**src/rtl/soc_pio_pkg.sv**
```systemverilog
// soc_pio_pkg: register offsets, edge-type encodings and clog2 shared by the PIO blocks
package soc_pio_pkg;
  localparam logic [1:0] PIO_DATA    = 2'd0;
  localparam logic [1:0] PIO_IRQMASK = 2'd2;
  localparam logic [1:0] PIO_EDGECAP = 2'd3;
  localparam int EDGE_RISE = 0;
  localparam int EDGE_FALL = 1;
  localparam int EDGE_ANY  = 2;
  function automatic int clog2(input int n);
    int r;
    r = 0;
    while ((longint'(1) << r) < longint'(n)) r++;
    return r;
  endfunction
endpackage

```
**src/rtl/soc_debounce_bit.sv**
```systemverilog
// soc_debounce_bit: 2-flop synchronizer plus stability counter for one input pin
//  clk, reset_n (async, active-low), in_pin (asynchronous pin), stable (debounced level)
module soc_debounce_bit
  import soc_pio_pkg::*;
#(
  parameter int   DEBOUNCE_CYCLES = 50000,
  parameter logic RESET_VALUE     = 1'b0
) (
  input  logic clk,
  input  logic reset_n,
  input  logic in_pin,
  output logic stable
);
  localparam int CW = DEBOUNCE_CYCLES > 0 ? clog2(DEBOUNCE_CYCLES + 1) : 1;
  logic s1, s2;
  logic [CW-1:0] cnt;
  // cnt counts consecutive cycles where s2 disagrees with stable; it is cleared
  // before it can reach DEBOUNCE_CYCLES, so it never wraps
  always_ff @(posedge clk or negedge reset_n)
    if (!reset_n) begin
      s1     <= RESET_VALUE;
      s2     <= RESET_VALUE;
      stable <= RESET_VALUE;
      cnt    <= '0;
    end else begin
      s1 <= in_pin;
      s2 <= s1;
      if (DEBOUNCE_CYCLES == 0) stable <= s2;
      else if (s2 == stable) cnt <= '0;
      else if (cnt == CW'(DEBOUNCE_CYCLES - 1)) begin
        stable <= s2;
        cnt    <= '0;
      end else cnt <= cnt + CW'(1);
    end
endmodule

```
**src/rtl/soc_button_in.sv**
```systemverilog
// soc_button_in: Avalon-MM input PIO with debounce, edge capture and maskable level irq
//  clk, reset_n (async, active-low); address/chipselect/write_n/writedata: slave bus
//  in_port: external pins; readdata: registered read data; irq: (edge_capture & irq_mask) != 0
module soc_button_in
  import soc_pio_pkg::*;
#(
  parameter int               WIDTH           = 3,
  parameter int               DEBOUNCE_CYCLES = 50000,
  parameter int               EDGE_TYPE       = EDGE_RISE,
  parameter logic [WIDTH-1:0] RESET_VALUE     = '0
) (
  input  logic             clk,
  input  logic             reset_n,
  input  logic [1:0]       address,
  input  logic             chipselect,
  input  logic             write_n,
  input  logic [31:0]      writedata,
  input  logic [WIDTH-1:0] in_port,
  output logic [31:0]      readdata,
  output logic             irq
);
  logic [WIDTH-1:0] stable, stable_d, edge_capture, irq_mask;
  logic [WIDTH-1:0] ev, clr, ec_next, mask_next;
  logic [31:0] rd_mux;
  logic wr;
  logic unused_wd;
  assign unused_wd = ^writedata;
  genvar i;
  for (i = 0; i < WIDTH; i++) begin : g_bit
    soc_debounce_bit #(
      .DEBOUNCE_CYCLES(DEBOUNCE_CYCLES),
      .RESET_VALUE(RESET_VALUE[i])
    ) u_db (
      .clk(clk),
      .reset_n(reset_n),
      .in_pin(in_port[i]),
      .stable(stable[i])
    );
  end
  // a capture event and a write-1-to-clear on the same bit leaves the bit set
  always_comb begin
    wr = chipselect && !write_n;
    ev = EDGE_TYPE == EDGE_RISE ? stable & ~stable_d :
         EDGE_TYPE == EDGE_FALL ? ~stable & stable_d : stable ^ stable_d;
    clr = wr && address == PIO_EDGECAP ? writedata[WIDTH-1:0] : '0;
    ec_next = (edge_capture & ~clr) | ev;
    mask_next = wr && address == PIO_IRQMASK ? writedata[WIDTH-1:0] : irq_mask;
    rd_mux = address == PIO_DATA    ? 32'(stable) :
             address == PIO_IRQMASK ? 32'(irq_mask) :
             address == PIO_EDGECAP ? 32'(edge_capture) : 32'd0;
  end
  always_ff @(posedge clk or negedge reset_n)
    if (!reset_n) begin
      stable_d     <= RESET_VALUE;
      edge_capture <= '0;
      irq_mask     <= '0;
      readdata     <= '0;
      irq          <= 1'b0;
    end else begin
      stable_d     <= stable;
      edge_capture <= ec_next;
      irq_mask     <= mask_next;
      readdata     <= chipselect ? rd_mux : 32'd0;
      irq          <= |(ec_next & mask_next);
    end
endmodule

```
**config.mk**
```make
export PLATFORM = sky130hd
export DESIGN_NAME = soc_button_in
export DESIGN_NICKNAME = d
export VERILOG_FILES = /design/src/rtl/soc_pio_pkg.sv /design/src/rtl/soc_debounce_bit.sv /design/src/rtl/soc_button_in.sv
export SDC_FILE = /design/constraint.sdc
export NUM_CORES = 1
export LEC_CHECK = 0
export CORE_MARGIN = 2
export CORE_UTILIZATION = 43
export DETAILED_ROUTE_END_ITERATION = 16
export GPL_ROUTABILITY_DRIVEN = 0
export PLACE_DENSITY = 0.79
export RECOVER_POWER = 100
export SYNTH_ARGS = -nofsm -noshare
export SYNTH_HDL_FRONTEND = slang
export SYNTH_SLANG_ARGS = --single-unit
```
**constraint.sdc**
```tcl
create_clock -name clk -period 1.8 [get_ports clk]
set_input_delay 0.18 -clock clk [delete_from_list [all_inputs] [get_ports clk]]
set_output_delay 0.18 -clock clk [all_outputs]
set_load 0.1 [all_outputs]
```
# After elaboration in Yosys (flattened, before gate mapping)

Cells that the tools add are included.

Output and inout bits: 33
Register bits: 70

Eq/ne operators: 8
Bitwise logic cells: 9
Reductions and logical operators: 9
Add/subtract/negate cells: 3
Muxes and demuxes: 12

Operators by type and width:

| kind                    | number |
|---|---|
| $mux W16                | 6 |
| $add A16 B1 Y16 const B | 3 |
| $eq A16 B16 Y1 const B  | 3 |
| $mux W3                 | 6 |
| $and A3 B3 Y3           | 3 |
| $not A3 Y3              | 2 |
| $reduce_and A2 Y1       | 3 |
| $eq A2 B2 Y1 const B    | 2 |
| $eq A1 B1 Y1            | 3 |
| $logic_and A1 B1 Y1     | 3 |
| $not A1 Y1              | 3 |
| $or A3 B3 Y3            | 1 |
| $reduce_or A3 Y1        | 1 |
| $logic_not A2 Y1        | 1 |
| $logic_not A1 Y1        | 1 |

# Longest topological paths before layout

Gate-level depths: netlist of run 1.

Depth after elaboration: 9
Depth in mapped cells: 7

# Hierarchy

From an unflattened synthesis of run 1, not the netlist that was laid out.

Cells, all modules: 321
Area, all modules: 3450.8 µm²

By module, submodules not included:

| module           | area each (µm²) | sequential area each (µm²) | instances | cells each |
|---|---|---|---|---|
| soc_debounce_bit | 895.9           | 475.5                      | 3         | 84 |
| soc_button_in    | 763.2           | 325.3                      | 1         | 69 |

# Worst setup path after synthesis of run 1

No wires, ideal clock.

Path type: register -> register
From: reg g_bit[2].u_db.cnt[10]
To: reg g_bit[2].u_db.cnt[7]
Data arrival time: 1604 ps
Setup slack: 77 ps
Setup time: 119 ps
Buffers on the path: 2
Cell stages (with the launch flop): 7
Path through: dfrtp_1 > or4_1 > nor4_2 > or2_1 > buf_6 > buf_12 > nor2_1

Longest elaborated chain between the ends: 3

Ends and longest elaborated chain:

| item                   | RTL line               | source |
|---|---|---|
| start, declared        | soc_debounce_bit.sv:16 | `logic [CW-1:0] cnt;` |
| start signal, assigned | soc_debounce_bit.sv:33 | `end else cnt <= cnt + CW'(1);` |
| $eq A16 B16 Y1         | soc_debounce_bit.sv:30 | `else if (cnt == CW'(DEBOUNCE_CYCLES - 1)) begin` |
| $mux W16               | soc_debounce_bit.sv:30 |  |
| $mux W16               | soc_debounce_bit.sv:29 | `else if (s2 == stable) cnt <= '0;` |

No other way between the ends.
A chain may end at the register's enable or synchronous reset.

# Worst setup path after layout of run 1

From: reg g_bit[2].u_db.cnt[5]
To: reg g_bit[2].u_db.cnt[5]

Longest elaborated chain between the ends: 3
Elaborated cells on any way between the ends: 4

Ends and longest elaborated chain:

| item                                              | RTL line |
|---|---|
| $add A16 B1 Y16 or $eq A16 B16 Y1 (tied branches) | soc_debounce_bit.sv:33, soc_debounce_bit.sv:30 |
| $mux W16 *                                        | soc_debounce_bit.sv:30 |
| $mux W16 *                                        | soc_debounce_bit.sv:29 |

Every way passes the cells marked *; elsewhere a longest branch is shown, timed or not.

==> results.md, run 1 <==
* finished clean — outcome
* 9 — TritonCTS buffer count
* 0.00769 mm^2 — floorplan core area
* 0.00165 uW — Lkg Pwr
* 46.6% — sequential group share of total power
* 40.8% — Clock power frac
* 902 mW/mm^2 — power density over the cells
* register to register — critical setup path kind
* 0.0526 ns — post-route worst setup slack
* 572 MHz — Highest Clock Rate
* 4 — number of iterations in the first detailed-routing pass
* 2.04 ns — Critical Path RT
* 693 — fill cell instance count of the final layout
* 92.7 um — Horiz. Die Dim
* 10200 um — global-route wire length before repair
* 0.07 ns — CTS clock-pin slew for the worst setup and hold paths
* 0 — max-capacitance violation count
* 0.903 ns — transition at the pin with the smallest max-transition slack
* 0 — total global routing overflow
* 12.5% — portion of total power attributed to combinational logic
* register — sort of element at the end of the critical path
* 0 — Final Max Tran Viols
* 5.06 — vias per std cell
* done — TritonCTS clock tree
* 74 — num ports
* 12.3 um — routed len/inst
* 0 — number of design rule violations left after detail routing
* 1000 uW — Net Switching
* 15 — I/O Buffers
* 0.00699 ns — Fin Clk Skew
* 44.0% — initial core utilization
* register — Worst setup SP type
* 2356 — vias after detailed routing
* 0 — Final Hold Viols
* 38 — post-synth cell types
* 0 — antenna violations before repair
* 1.98 ns — worst endpoint data arrival time
* 5750 um — Total Routed Length
* 3 — level count of the clock H-tree
* 15.9% — fraction of layout cells with a size suffix above 1
* 403 — Layout Nets
* 70 — clk sink count
* 0 — count of synthesis-stage warnings from yosys
* 0.35 ns — clock latency at the later pin of the worst-skew pair
* 32 — standard-cell row count
* 0 — ant diodes
* 51.8% — sequential fraction of the synthesis area
* sky130_fd_sc_hd__dfrtp_1 — top_reg_cell synth
* 71 — maximum number of pins on one net before global-route repair
* 70 — Yosys reg bits
* 50.7% — Finished Core Util
* 0.00338 mm^2 — total standard cell area after synthesis
* register to register — type of the most critical hold path
* 0 — number of setup violations in the final report
* 147 — number of DRC markers in iteration 0
* sky130_fd_sc_hd__clkbuf_8 — CTS root buf
* 15.0% — All-Layer GR Usage
* 7 — crit-path max FO
* 10.6 um^2 — per-instance average area after synthesis
* 28.6% — switching power as a share of total power
* 15.3% — Area growth syn-to-layout
* -0.00642 ns — Place WS
* 39.8% — Max-slew headroom
* 2299 — vias in the first global route
* 0 — number of enable flip-flop cells after synthesis
* 97.1% — period utilization
* 92.7 um — die outline height
* 679 uV — Worst IR Drop VDD
* 2 — clock buffer depth
* yes — setup repair after global routing missed its margin
* 100% — proportion of synthesized flip-flops having asynchronous set or reset
* or4b_4 > nor4_4 > or2_1 > buf_6 > nor2_1 — ordered cell list for the critical path
* 0.00859 mm^2 — die area
* 1.75 ns — final critical-path required period
* sky130_fd_sc_hd__or4b_4 — cell type of the slowest stage on the worst timing path
* 0 — Post-DRT Antenna Nets
* 2510 uW — internal power
* 0.56 ns — critical path's largest stage delay
* 3960 um — post-detail-place hpwl
* 319 — synthesized netlist cell count
## worst paths after layout
path,startpoint,to,slack (ns),cells past startpoint
hold reg to reg,g_bit[2].u_db.s1,g_bit[2].u_db.s2,0.36,0
min in group asynchronous,reset_n,g_bit[1].u_db.s1,0.61,3
setup / recovery,g_bit[2].u_db.cnt[5],g_bit[2].u_db.cnt[5],0.05,5
hold / removal,g_bit[2].u_db.s1,g_bit[2].u_db.s2,0.36,0
setup reg to reg,g_bit[2].u_db.cnt[5],g_bit[2].u_db.cnt[5],0.05,5
max in group asynchronous,reset_n,g_bit[2].u_db.cnt[4],0.61,3
## flip-flops by register name (all words and copies together), names as in the netlist
| register | count |
|---|---|
| readdata | 3 |
| g_bit.u_db.cnt | 48 |
| g_bit.u_db.s1 | 3 |
| irq | 1 |
| irq_mask | 3 |
| stable_d | 3 |
| g_bit.u_db.stable | 3 |
| g_bit.u_db.s2 | 3 |
| edge_capture | 3 |
## synth_stat cells, drive strengths merged, types with 2 or more instances
master	instances	area [um^2]
buf	31	249
xor2	9	78.8
a22oi	3	22.5
nor4b	2	17.5
xnor2	34	298
or2	3	18.8
nor4bb	4	40.0
nand2	13	48.8
and3	3	18.8
a21oi	2	10.0
inv	10	37.5
mux2	9	101
nor4	13	87.6
a22o	2	17.5
nor2b	4	25.0
nand3	15	80.1
ha	3	37.5
nor2	50	188
or4	3	22.5
clkbuf	2	7.51
o31ai	2	15.0
dfrtp	70	1750
nand4	13	81.3
nor3	10	50.1
## metal layers
metal	global-route usage, %	part of all wire [%]	vias up
li1	-	-	1120
met1	19.4	45	1146
met2	23.7	48	79
met3	3.34	5.0	11
met4	8.09	2.1	0
met5	0	0	-
## cell type report
type,instances,area [um^2],area share (%)
Sequential cell,70,1750,44.9
Multi-Input combinational cell,234,1480,38.0
Timing Repair Buffer,34,272,6.96
Clock buffer,10,138,3.53
Tap cell,102,128,3.27
Clock inverter,6,93.8,2.41
Inverter,10,37.5,0.962
## logic make-up after synthesis
group	after synthesis	share of synthesized area (%)
flops	70	51.8
compound gates	12	2.66
buf+inv	43	8.69
mux	9	3.00
fa+ha+maj	3	1.11
other cells	1	0.111
simple gates	138	21.5
xor+xnor	43	11.1
## metrics by stage
step | instances | hold slack [ns] | area (um^2) | setup TNS, ns | total power [uW]
after floorplan | 347 | -0.116 | 3490 | 0 | 2080
after global placement | 448 | 0.225 | 3630 | 0 | 2110
after detailed placement | 448 | 0.235 | 3630 | -0.00642 | 2120
after CTS | 465 | 0.253 | 3880 | 0 | 3560
after global routing | 466 | 0.364 | 3900 | -0.0363 | 3660
final | 466 | 0.355 | 3900 | 0 | 3520
## cells in the final DEF (no fill, tap or decap), types with 3 or more instances in the layout
cell type and count:
sky130_fd_sc_hd__dfrtp_1 70, sky130_fd_sc_hd__nor2_1 44, sky130_fd_sc_hd__xnor2_1 34, sky130_fd_sc_hd__conb_1 29
sky130_fd_sc_hd__nand3_1 14, sky130_fd_sc_hd__nand4_1 13, sky130_fd_sc_hd__nand2_1 13, sky130_fd_sc_hd__buf_4 12
sky130_fd_sc_hd__nor4_1 11, sky130_fd_sc_hd__inv_1 10, sky130_fd_sc_hd__nor3_1 10, sky130_fd_sc_hd__clkbuf_8 10
sky130_fd_sc_hd__xor2_1 9, sky130_fd_sc_hd__mux2_2 7, sky130_fd_sc_hd__nor2_2 6, sky130_fd_sc_hd__clkdlybuf4s50_1 6
sky130_fd_sc_hd__dlygate4sd3_1 5, sky130_fd_sc_hd__clkbuf_2 5, sky130_fd_sc_hd__nor4bb_1 4, sky130_fd_sc_hd__nor2b_1 4
sky130_fd_sc_hd__or4_1 3, sky130_fd_sc_hd__and3_1 3, sky130_fd_sc_hd__a22oi_1 3, sky130_fd_sc_hd__ha_1 3
## critical path: cells and delay by family, from the launching register on
kind,cells,cell delay [ns]
and+or+nand+nor,4,1.09
buffers and inverters,1,0.16
DFF,1,0.38
## power groups by stage
stage / registers (uW) / logic, uW / clock network [uW]
global placement: 1670 / 445 / 0
CTS: 1640 / 451 / 1470
floorplan: 1690 / 391 / 0
global route: 1650 / 469 / 1540
detailed placement: 1670 / 449 / 0
finish: 1640 / 440 / 1440
## repair_timing
| item | 4_1_cts | 5_1_grt |
|---|---|---|
| resized for setup | 0 | 12 |
| setup buffers | 0 | 1 |
| endpoints found under the setup margin | 0 | 15 |
| hold buffers | 1 | 0 |
| endpoints found under the hold margin | 70 | 0 |
(Power assumes the default switching activity.)
==> inputs of run 2 (changes only) <==
Settings changed: SETUP_SLACK_MARGIN set to 0.02.
==> results.md, run 2 (synthesis results as in run 1) <==
* 0 — number of design rule violations left after detail routing, unchanged
* 74 — num ports, unchanged
* register to register — critical setup path kind
* 137 — number of DRC markers in iteration 0, -6.8%
* 3 — level count of the clock H-tree, unchanged
* sky130_fd_sc_hd__or4b_4 — cell type of the slowest stage on the worst timing path
* 38.6% — Max-slew headroom, -1.2 points
* 2.00 ns — worst endpoint data arrival time, +0.02 ns
* 0 — cell count of the worst hold path, unchanged
* 10200 um — global-route wire length before repair, unchanged
* 19.4% — global-route track usage on met1, unchanged
* 23.7% — met2 usage, unchanged
* 0.356 ns — Post-Route Hold Slack, +0.000387 ns
* g_bit[2].u_db.s1 — Hold Startpoint
* 466 — Final Non-Filler Cells, unchanged
* register — sort of element at the end of the critical path
* 0.00859 mm^2 — die area, unchanged
* 568 MHz — Highest Clock Rate, -0.71%
* 1 — Buf/Inv on CP, unchanged
* 71 — maximum number of pins on one net before global-route repair, unchanged
* 0 — number of setup violations in the final report, unchanged
* 48 — flip-flop count of the largest register after layout, unchanged
* 448 — number of placed instances with taps included, unchanged
* 890 mW/mm^2 — power density over the cells, -1.3%
* or4b_4 > nor4_4 > or2_4 > buf_12 > nor2_4 — ordered cell list for the critical path
* 675 — fill cell instance count of the final layout, -2.6%
* 0.00676 ns — Fin Clk Skew, -0.000229 ns
* 0.00175 mm^2 — area occupied by registers, about the same
* 0 — max-capacitance violation count, unchanged
* 0 — Final Max Tran Viols, unchanged
* 15 — I/O Buffers, unchanged
* 9 — TritonCTS buffer count, unchanged
* g_bit[2].u_db.cnt[5] — reg2reg start
* 0.00167 uW — Lkg Pwr, +1.2%
* 0.00155 mm^2 — footprint of the multi-input gates, +4.4%
* 0.57 ns — critical path's largest stage delay, about the same
* register — Worst setup SP type
* 5.00 — vias per std cell, -1.1%
* 2299 — vias in the first global route, unchanged
* 0 — Post-DRT Antenna Nets, unchanged
* sky130_fd_sc_hd__dfrtp_1, sky130_fd_sc_hd__nor2_1, sky130_fd_sc_hd__xnor2_1 — top library cells by usage in the layout, fill and taps aside
* 5 — worst reg2reg path depth, unchanged
* 0.00769 mm^2 — floorplan core area, unchanged
* 70 — clk sink count, unchanged
* 0.07 ns — CTS clock-pin slew for the worst setup and hold paths, about the same
* 403 — Layout Nets, unchanged
* sky130_fd_sc_hd__dfrtp_1 — most common cell after layout, fill and taps aside
* 688 uV — Worst IR Drop VDD, +1.4%
* 3960 um — post-detail-place hpwl, unchanged
* 18.7% — fraction of layout cells with a size suffix above 1, +2.7 points
* 17.6% — Area growth syn-to-layout
* 44.0% — initial core utilization, unchanged
* 0.35 ns — clock latency at the later pin of the worst-skew pair, about the same
* 0 — ant diodes, unchanged
* 15.0% — All-Layer GR Usage, unchanged
* yes — setup repair after global routing missed its margin
* 2330 — vias after detailed routing, -1.1%
* 0 — Final Hold Viols, unchanged
* 92.7 um — die outline height, unchanged
* finished clean — outcome
* simple AND/OR/NAND/NOR gates — cell family with most CP delay
* done — TritonCTS clock tree
* 0 — total global routing overflow, unchanged
* 0.921 ns — transition at the pin with the smallest max-transition slack, +0.0182 ns
* 32 — standard-cell row count, unchanged
* sky130_fd_sc_hd__clkbuf_8 — CTS root buf
* register to register — type of the most critical hold path
* 97.8% — period utilization, +0.69 points
* 5 — CP Depth, unchanged
* 1.76 ns — final critical-path required period, +0.0125 ns
* 2.04 ns — Critical Path RT, about the same
* 12.8 um — routed len/inst, +3.6%
* 3.34% — global-route met3 utilization, unchanged
* 4 — number of iterations in the first detailed-routing pass, unchanged
* met2 — GRT busiest layer
* 5960 um — Total Routed Length, +3.6%
* g_bit.u_db.cnt — register with the most flip-flops
* g_bit[2].u_db.cnt[5] — worst setup path startpoint
* 0 — antenna violations before repair, unchanged
* 2 — clock buffer depth, unchanged
* 92.7 um — Horiz. Die Dim, unchanged
* 8 — crit-path max FO, +1
## run 2: timing repair
item | CTS | global route
resized for setup | 0 | 31
hold buffers | 1 | 0
setup buffers | 0 | 1
hold endpoints to repair | 70 | 0
setup endpoints to repair | 0 | 16
## run 2: layout make-up
class	instances	share of cell area, %
sequential	70	44.1
multi-input combinational	234	38.8
timing repair buffer	34	7.11
clock buffer	10	3.46
tap	102	3.21
clock inverter	6	2.36
inverter	10	0.944
## run 2: final timing paths
check | slack (ns) | to
min in group asynchronous | 0.62 | g_bit[1].u_db.s2
min | 0.36 | g_bit[2].u_db.s2
max in group asynchronous | 0.53 | g_bit[2].u_db.cnt[0]
max | 0.04 | g_bit[2].u_db.cnt[10]
max reg2reg | 0.04 | g_bit[2].u_db.cnt[10]
min reg2reg | 0.36 | g_bit[2].u_db.s2
## run 2: metrics by stage
step | util [%] | total power (uW) | worst slack (ns) | instance area, um^2 | TNS (ns)
after detailed placement | 47.3 | 2120 | -0.00642 | 3630 | -0.00642
final | 51.7 | 3540 | 0.0401 | 3980 | 0
after global routing | 51.7 | 3670 | -0.0115 | 3980 | -0.0646
after CTS | 50.4 | 3560 | 0.0326 | 3880 | 0
after floorplan | - | 2080 | 0.0773 | 3490 | 0
after global placement | 47.3 | 2110 | 0.00342 | 3630 | 0
## run 2: metal layers
layer | vias to the layer above | part of all wire (%)
li1 | 1120 | -
met1 | 1141 | 46
met2 | 57 | 48
met3 | 12 | 3.9
met4 | 0 | 2.1
met5 | - | 0
## run 2: report_power, final
part / switching (uW) / internal, uW
Clock: 619 / 827
Sequential: 28.5 / 1610
Combinational: 375 / 77.9
Total: 1020 / 2520
